**src/rtl/viterbi_acs_if.sv**
```systemverilog
// ============================================================================
//  Module      : viterbi_acs_if
//  Description : Symbol-in / decision-out bundle for the Viterbi ACS bank.
//  Revision    : 1.0 - initial release
// ============================================================================
`default_nettype none

interface viterbi_acs_if #(
    parameter int K      = 7,
    parameter int PM_W   = 7,
    parameter int SOFT_W = 1
);
    logic                    start;
    logic                    in_valid;
    logic [SOFT_W-1:0]       in_a0;
    logic [SOFT_W-1:0]       in_a1;
    logic [1:0]              in_erase;
    logic                    out_valid;
    logic [(1<<(K-1))-1:0]   dec_bits;
    logic [K-2:0]            best_state;
    logic [PM_W-1:0]         best_metric;
    logic                    norm_event;

    modport master (
        output start, in_valid, in_a0, in_a1, in_erase,
        input  out_valid, dec_bits, best_state, best_metric, norm_event
    );

    modport slave (
        input  start, in_valid, in_a0, in_a1, in_erase,
        output out_valid, dec_bits, best_state, best_metric, norm_event
    );
endinterface

`default_nettype wire

```
**src/rtl/viterbi_acs_bank.sv**
```systemverilog
// ============================================================================
//  Module      : viterbi_acs_bank
//  Description : Add-compare-select bank with saturating, normalised metrics.
//  Revision    : 1.0 - initial release
// ============================================================================
`default_nettype none

module viterbi_acs_bank #(
    parameter int           K      = 7,
    parameter int           PM_W   = 7,
    parameter int           SOFT_W = 1,
    parameter logic [K-1:0] G0     = 7'o133,
    parameter logic [K-1:0] G1     = 7'o171
) (
    input  logic           clk,
    input  logic           rst,
    viterbi_acs_if.slave   acs
);

    localparam int              c_NS      = 1 << (K - 1);
    localparam logic [PM_W-1:0] c_PM_HALF = {1'b1, {(PM_W-1){1'b0}}};
    localparam logic [PM_W-1:0] c_PM_MAX  = '1;

    logic [PM_W-1:0] r_pm   [c_NS];
    logic [PM_W-1:0] w_init [c_NS];
    logic [PM_W-1:0] w_base [c_NS];
    logic [PM_W-1:0] w_raw  [c_NS];
    logic [PM_W-1:0] w_new  [c_NS];
    logic [c_NS-1:0] w_dec;
    logic [c_NS-1:0] w_msb;
    logic            w_norm;
    logic [K-2:0]    w_best_state;
    logic [PM_W-1:0] w_best_metric;

    logic            r_out_valid;
    logic [c_NS-1:0] r_dec_bits;
    logic [K-2:0]    r_best_state;
    logic [PM_W-1:0] r_best_metric;
    logic            r_norm_event;

    // Distance of one received bit from the expected bit; (2^SOFT_W-1)-r == ~r.
    function automatic logic [SOFT_W:0] bit_metric(input logic expect_one,
                                                   input logic [SOFT_W-1:0] r,
                                                   input logic erased);
        if (erased) return '0;
        return expect_one ? {1'b0, ~r} : {1'b0, r};
    endfunction

    // A start coinciding with a symbol makes the symbol see the fresh metrics.
    for (genvar s = 0; s < c_NS; s++) begin : g_init
        localparam logic [PM_W-1:0] c_INIT = (s == 0) ? '0 : c_PM_HALF;
        assign w_init[s] = c_INIT;
        assign w_base[s] = acs.start ? w_init[s] : r_pm[s];
    end

    for (genvar ns = 0; ns < c_NS; ns++) begin : g_node
        localparam int          c_P0 = (ns * 2) % c_NS;
        localparam int          c_P1 = c_P0 + 1;
        localparam int          c_U  = ns >> (K - 2);
        localparam logic [K-1:0] c_R0 = K'(c_U * c_NS + c_P0);
        localparam logic [K-1:0] c_R1 = K'(c_U * c_NS + c_P1);
        localparam logic c_E0_X0 = ^(G0 & c_R0);
        localparam logic c_E1_X0 = ^(G1 & c_R0);
        localparam logic c_E0_X1 = ^(G0 & c_R1);
        localparam logic c_E1_X1 = ^(G1 & c_R1);

        logic [SOFT_W:0] w_bm0;
        logic [SOFT_W:0] w_bm1;
        logic [PM_W:0]   w_sum0;
        logic [PM_W:0]   w_sum1;
        logic [PM_W-1:0] w_cand0;
        logic [PM_W-1:0] w_cand1;
        logic            w_sel1;

        assign w_bm0 = bit_metric(c_E0_X0, acs.in_a0, acs.in_erase[0])
                     + bit_metric(c_E1_X0, acs.in_a1, acs.in_erase[1]);
        assign w_bm1 = bit_metric(c_E0_X1, acs.in_a0, acs.in_erase[0])
                     + bit_metric(c_E1_X1, acs.in_a1, acs.in_erase[1]);

        // One extra bit catches the carry so the sum clamps instead of wrapping.
        assign w_sum0  = {1'b0, w_base[c_P0]} + (PM_W+1)'(w_bm0);
        assign w_sum1  = {1'b0, w_base[c_P1]} + (PM_W+1)'(w_bm1);
        assign w_cand0 = w_sum0[PM_W] ? c_PM_MAX : w_sum0[PM_W-1:0];
        assign w_cand1 = w_sum1[PM_W] ? c_PM_MAX : w_sum1[PM_W-1:0];

        assign w_sel1     = (w_cand1 < w_cand0);
        assign w_dec[ns]  = w_sel1;
        assign w_raw[ns]  = w_sel1 ? w_cand1 : w_cand0;
        assign w_msb[ns]  = w_raw[ns][PM_W-1];
        assign w_new[ns]  = w_norm ? {1'b0, w_raw[ns][PM_W-2:0]} : w_raw[ns];
    end

    assign w_norm = &w_msb;

    always_comb begin
        w_best_state  = '0;
        w_best_metric = w_new[0];
        for (int i = 1; i < c_NS; i++) begin
            if (w_new[i] < w_best_metric) begin
                w_best_metric = w_new[i];
                w_best_state  = (K-1)'(i);
            end
        end
    end

    always_ff @(posedge clk) begin
        if (rst) begin
            r_pm          <= w_init;
            r_out_valid   <= 1'b0;
            r_dec_bits    <= '0;
            r_best_state  <= '0;
            r_best_metric <= '0;
            r_norm_event  <= 1'b0;
        end else if (acs.in_valid) begin
            r_pm          <= w_new;
            r_out_valid   <= 1'b1;
            r_dec_bits    <= w_dec;
            r_best_state  <= w_best_state;
            r_best_metric <= w_best_metric;
            r_norm_event  <= w_norm;
        end else begin
            if (acs.start) begin
                r_pm <= w_init;
            end
            r_out_valid  <= 1'b0;
            r_norm_event <= 1'b0;
        end
    end

    assign acs.out_valid   = r_out_valid;
    assign acs.dec_bits    = r_dec_bits;
    assign acs.best_state  = r_best_state;
    assign acs.best_metric = r_best_metric;
    assign acs.norm_event  = r_norm_event;

endmodule

`default_nettype wire

```
**src/flat_wrapper.sv**
```systemverilog
// flat-port wrapper written by rule: the top's interface ports become plain ports
module viterbi_acs_bank_flat 
#(
    parameter int           K      = 7,
    parameter int           PM_W   = 7,
    parameter int           SOFT_W = 1,
    parameter logic [K-1:0] G0     = 7'o133,
    parameter logic [K-1:0] G1     = 7'o171
)
  (clk, rst, acs_start, acs_in_valid, acs_in_a0, acs_in_a1, acs_in_erase, acs_out_valid, acs_dec_bits, acs_best_state, acs_best_metric, acs_norm_event);
  viterbi_acs_if #(.K(K), .PM_W(PM_W), .SOFT_W(SOFT_W)) acs_i ();
  input  logic clk;
  input  logic rst;
  input wire logic [$bits(acs_i.start)-1:0] acs_start;
  input wire logic [$bits(acs_i.in_valid)-1:0] acs_in_valid;
  input wire logic [$bits(acs_i.in_a0)-1:0] acs_in_a0;
  input wire logic [$bits(acs_i.in_a1)-1:0] acs_in_a1;
  input wire logic [$bits(acs_i.in_erase)-1:0] acs_in_erase;
  output wire logic [$bits(acs_i.out_valid)-1:0] acs_out_valid;
  output wire logic [$bits(acs_i.dec_bits)-1:0] acs_dec_bits;
  output wire logic [$bits(acs_i.best_state)-1:0] acs_best_state;
  output wire logic [$bits(acs_i.best_metric)-1:0] acs_best_metric;
  output wire logic [$bits(acs_i.norm_event)-1:0] acs_norm_event;
  assign acs_i.start = acs_start;
  assign acs_i.in_valid = acs_in_valid;
  assign acs_i.in_a0 = acs_in_a0;
  assign acs_i.in_a1 = acs_in_a1;
  assign acs_i.in_erase = acs_in_erase;
  assign acs_out_valid = acs_i.out_valid;
  assign acs_dec_bits = acs_i.dec_bits;
  assign acs_best_state = acs_i.best_state;
  assign acs_best_metric = acs_i.best_metric;
  assign acs_norm_event = acs_i.norm_event;
  viterbi_acs_bank #(.K(K), .PM_W(PM_W), .SOFT_W(SOFT_W), .G0(G0), .G1(G1)) u_core (.clk(clk), .rst(rst), .acs(acs_i));
endmodule
```
**config.mk**
```make
export PLATFORM = sky130hd
export DESIGN_NAME = viterbi_acs_bank_flat
export DESIGN_NICKNAME = d
export VERILOG_FILES = /design/src/rtl/viterbi_acs_if.sv /design/src/rtl/viterbi_acs_bank.sv /design/src/flat_wrapper.sv
export SDC_FILE = /design/constraint.sdc
export NUM_CORES = 2
export LEC_CHECK = 0
export CELL_PAD_IN_SITES_DETAIL_PLACEMENT = 0
export CELL_PAD_IN_SITES_GLOBAL_PLACEMENT = 1
export CORE_ASPECT_RATIO = 1.5
export CORE_MARGIN = 5
export CORE_UTILIZATION = 50
export CTS_CLUSTER_SIZE = 16
export DETAILED_ROUTE_END_ITERATION = 12
export GPL_TIMING_DRIVEN = 0
export PLACE_DENSITY = 0.85
export SYNTH_ARGS = -nofsm -noshare
export SYNTH_HDL_FRONTEND = slang
export SYNTH_SLANG_ARGS = --single-unit
```
**constraint.sdc**
```tcl
create_clock -name clk -period 409.3 [get_ports clk]
set_clock_uncertainty 0.2 [all_clocks]
set_input_delay 102.325 -clock clk [delete_from_list [all_inputs] [get_ports clk]]
set_output_delay 102.325 -clock clk [all_outputs]
set_load 0.01 [all_outputs]
```
After elaboration in Yosys (flattened, before gate mapping). Cells that the tools add are included.

Register bits: 527. Output and inout bits: 79. Logic and storage cells: 791.

Add/sub/neg operators: 132. $lt $le $gt $ge: 127. Multiplexer cells: 457. Bitwise gates (word level): 3. Reduce and logical (&&, ||, !) cells: 3.

Operators with widths (number): two-way mux 7 bit (383); adder 7 x 2 -> 8 bit (128); two-way mux 448 bit (2); less-than comparator 7 bit (127); two-way mux 6 bit (32); two-way mux 5 bit (16); AND reduction 64 bit (1); two-way mux 4 bit (8); two-way mux 2 bit (8); two-way mux 3 bit (4); adder 2 bit (4); two-way mux 1 bit (4); NOT 1 bit (3); nonzero test 2 bit (1); OR reduction 2 bit (1).

Longest topological paths before layout.
Depth after elaboration: 135. Gate-level depth with buffers: 591.

Least setup slack after synthesis. No wires, ideal clock.

Path type: input port to flip-flop. Start: in acs_start. End: reg u_core.r_best_metric[1], in the netlist u_core.acs.best_metric[1]. Arrival time: 210.972 ns. Data required time: 408.997 ns. Slack: 198.025 ns. Cell stages on the path: 546. Path buffers: 105. Cell sequence: buf_6 buf_12 buf_6 buf_4 clkbuf_1 clkbuf_1 clkbuf_1 clkbuf_1 clkbuf_1 clkbuf_1 buf_1 clkbuf_1 clkbuf_1 clkbuf_8 clkbuf_1 clkbuf_1 buf_1 clkbuf_1 (+510 left out) a21oi_1 inv_1 ha_1 nand3_1 and2b_2 mux2i_1 a21oi_1 or3_1 buf_6 mux2_4 ha_1 a211o_1 a211o_2 a21o_2 nand2_1 a31oi_2 and3_1 a2111oi_2.

Longest elaborated chain between the ends: 133. Elaborated cells on any way between the ends: 639. Classes of those cells: add/sub (128); order compare (127); mux (383); reduce/logical (1).

Ends and longest elaborated chain: from (decl) (line flat_wrapper.sv:14) `input wire logic [$bits(acs_i.start)-1:0] acs_start;`; two-way mux 7 bit (line viterbi_acs_bank.sv:53) `assign w_base[s] = acs.start ? w_init[s] : r_pm[s];`; adder 7 x 2 -> 8 bit, on equally long branches (line viterbi_acs_bank.sv:82, viterbi_acs_bank.sv:81); two-way mux 7 bit, on equally long branches (line viterbi_acs_bank.sv:84, viterbi_acs_bank.sv:83); less-than comparator 7 bit (line viterbi_acs_bank.sv:86) `assign w_sel1 = (w_cand1 < w_cand0);`; two-way mux 7 bit (line viterbi_acs_bank.sv:88) `assign w_raw[ns] = w_sel1 ? w_cand1 : w_cand0;`; AND reduction 64 bit (line viterbi_acs_bank.sv:93) `assign w_norm = &w_msb;`; two-way mux 7 bit (line viterbi_acs_bank.sv:90) `assign w_new[ns] = w_norm ? {1'b0, w_raw[ns][PM_W-2:0]} : w_raw[ns];`; less-than comparator 7 bit (line viterbi_acs_bank.sv:99) `if (w_new[i] < w_best_metric) begin`; (+117 left out); less-than comparator 7 bit (line viterbi_acs_bank.sv:99); two-way mux 7 bit (line viterbi_acs_bank.sv:99); less-than comparator 7 bit (line viterbi_acs_bank.sv:99); two-way mux 7 bit (line viterbi_acs_bank.sv:99); less-than comparator 7 bit (line viterbi_acs_bank.sv:99); two-way mux 7 bit (line viterbi_acs_bank.sv:99); less-than comparator 7 bit (line viterbi_acs_bank.sv:99); two-way mux 7 bit (*) (line viterbi_acs_bank.sv:99); to (signal assigned) (line viterbi_acs_bank.sv:119) `r_best_metric <= w_best_metric;`; to (decl) (line viterbi_acs_bank.sv:38) `logic [PM_W-1:0] r_best_metric;`.

Every way passes the cells marked *; elsewhere a longest branch is shown, timed or not. A chain may end at the register's enable or synchronous reset.

Worst setup path in the final report. Same ends and word-level chain as after synthesis.

==> out/summary.txt <==
die footprint - 176000 um2
post-route insts no fill - 14100
DRC violation total after the first TritonRoute iteration - 12800
final WL - 472000 um
Critical Path Start - acs_start
max-slew violation total from the final report - 332
final setup fails - 0
share of cells above drive strength 1 - 11.9%
unrepaired setup endpoints after global routing - no
post-DP HPWL - 375000 um
Worst Reg-to-Reg Cells - 489
IO Port Bufs - 85
Distinct cells, synth - 210
end of the critical path - u_core.acs.best_metric[1]
Core Area - 167000 um2
startpoint types - primary input
Final ANT Viol Nets - 0
initial antenna violation count - 63
synthesized flop and latch total - 527
Hold Buf Count CTS - 0
fmax - 0.00383 GHz
predominant post-synthesis flop cell - dfxtp_1
Crit-path slowest cell - clkbuf_1
# rows - 184
async set or reset register ratio after synthesis - 0%
Reg-to-Reg End - u_core.acs.best_metric[1]
synthesized cell area - 83800 um2
internal reg-to-reg setup slack - 288.62 ns
RR Startpoint - u_core.r_pm[253]
highest routed layer - met5
WP data arrival - 261.36 ns
crit-path max cell delay - 1.27 ns
Tcrit/Tclk final - 63.7%
worst slew pin tran - 1.84 ns
1st-pass router iterations - 12
CP max FO - 10
DR WL/cell - 33.5 um
CTS Sinks - 527
Die W - 344 um
synthesized area per cell - 7.29 um2
status - finished with violations
max-cap violations - 46
Vias - 97700
Synth Net Count - 12400
Num CTS Buffers - 68
final hold viol count - 0
vias in the first global route - 89500
synth-to-layout area growth - 9.24%
Syn Inst Count - 11500
CTS tree - done
Global Route Usage Sum - 51.1%
Area contributors post-synth - dfxtp_1, ha_1, nor2_1
Hold WC Path Type - flip-flop to flip-flop
YS warnings - 0
Bufs on Longest Clock Path - 3
nets - 12600
largest net degree at the start of global routing - 26
post-DR vias/cell - 6.93
root buffer cell - clkbuf_16
area post-placement - 88800 um2
critical path class - primary input to flip-flop
failing checks - max-capacitance violations, max-slew violations
Period minus WS final - 260.90 ns
CTS resizes - 0
met3 wire len - 56400 um
# DRC - 0
Post-CTS Setup Bufs - 0
top cell type's share of synthesized area - 12.6%
Worst-path clk slew - 0.07 ns
GPL Wtd Cong - 1.12
Design Area, Final - 91500 um2
M1 WL - 156000 um
grt ovf - 0
H-tree depth - 3
crit path capture type - flip-flop
Post-synth EDFFs - 0
WL met2 - 195000 um
register area share after synthesis - 12.6%
global-route wire length before repair - 650000 um
initial core utilization - 50.1%
Slew HR - -23.3%
clk_lat worst skew - 0.77 ns
io pins - 87
placed cells - 13900
Critical Path RT - 409.76 ns
CP most frequent cell - ha_1
die height - 511 um
cell taking the most area after synthesis - dfxtp_1
Setup TNS - 0 ns
cells in the mapped netlist, drive strengths merged, types with 175 or more instances:
| master | n |
|---|---|
| a21oi | 1166 |
| ha | 721 |
| nand3 | 343 |
| xnor2 | 191 |
| nand2 | 826 |
| inv | 511 |
| nor3 | 403 |
| o21ai | 636 |
| nor2 | 1868 |
| a31oi | 181 |
| mux2 | 175 |
| clkbuf | 428 |
| dfxtp | 527 |
| mux2i | 508 |
| xor2 | 197 |
| nand2b | 183 |
| nor2b | 324 |
critical path: cells and delay by family:
kind / cells / cell delay (ns)
AND/OR/NAND/NOR: 142 / 29.41
multiplexers: 25 / 7.59
AO/OA/AOI/OAI: 200 / 49.74
adder cells (fa/ha/maj): 65 / 21.60
buffers and inverters: 115 / 49.87
registers in the layout (all words and copies together) (netlist names):
name and flops:
u_core.acs.best_metric 7, u_core.acs.norm_event 1, u_core.acs.best_state 6, u_core.r_pm 448
u_core.acs.out_valid 1, u_core.acs.dec_bits 64
layout by cell type, fill, tap and decap left out, drive strengths merged, types with 44 or more instances in the layout:
master | Yosys | final
nor2 | 1868 | 1868
a21oi | 1166 | 1166
nand2 | 826 | 826
ha | 721 | 721
o21ai | 636 | 636
dfxtp | 527 | 527
clkbuf | 428 | 517
inv | 511 | 516
mux2i | 508 | 508
nor3 | 403 | 403
nand3 | 343 | 343
nor2b | 324 | 324
buf | 151 | 241
xor2 | 197 | 197
xnor2 | 191 | 191
nand2b | 183 | 183
a31oi | 181 | 181
mux2 | 175 | 175
a21o | 169 | 169
nand4 | 157 | 157
and3 | 134 | 134
fa | 128 | 128
and2 | 118 | 118
a211oi | 115 | 115
o21a | 111 | 111
o211ai | 106 | 106
or3 | 96 | 96
clkdlybuf4s50 | 2 | 87
maj3 | 81 | 81
o22ai | 75 | 75
o31a | 62 | 62
diode | 0 | 57
or2 | 54 | 54
or2b | 44 | 44
logic make-up (layout without fill, tap and decap cells):
family,after synthesis,after routing,share of synthesized area (%)
DFF,527,527,12.6
xor gates and xnor gates,390,390,4.13
other,0,57,0
buffers and inverters,1103,1405,6.97
AOI/OAI and AO/OA,3119,3119,25.0
and+or+nand+nor,4745,4745,27.7
muxes,683,683,8.82
adders and majority gates,930,930,14.8
layout make-up:
type                    instances  area [um2]
diodes                         57         143
plain buffers                 589        3980
clock buffers                  87        1950
clock inverters                39         442
fillers                     16600       75600
inverters                     514        1930
multi-input cells            9867       67600
flip-flops and latches        527       10600
well taps                    2232        2790
repair buffers                176        2160
routing by layer:
metal,global-route usage [%],vias up
met4,54.3,30
met1,54.4,45900
li1,-,41900
met2,75.5,7145
met3,17.2,2610
met5,0.194,-
how the worst min path moves through the flow:
stage / start / end / slack (ns) / depth (start not counted)
floorplan: u_core.r_pm[278] / u_core.r_pm[278] / 0.29 / 2
global placement: u_core.acs.dec_bits[52] / u_core.acs.dec_bits[52] / 0.27 / 2
detailed placement: u_core.acs.dec_bits[56] / u_core.acs.dec_bits[56] / 0.28 / 2
CTS: u_core.acs.dec_bits[56] / u_core.acs.dec_bits[56] / 0.29 / 2
global route: u_core.acs.dec_bits[40] / u_core.acs.dec_bits[40] / 0.31 / 2
finish: u_core.acs.dec_bits[56] / u_core.acs.dec_bits[56] / 0.29 / 2
through the flow:
stage	util [%]	setup WS, ns	hold slack (ns)
floorplan	-	198.03	0.286
global placement	52.3	149.64	0.267
detailed placement	53.1	154.21	0.276
CTS	54.5	154.64	0.291
global route	54.7	145.88	0.312
finish	54.8	148.40	0.290
Power is left out: the tool's default activity adds up to more than one toggle a clock period on the data nets, which glitch-free logic cannot reach.
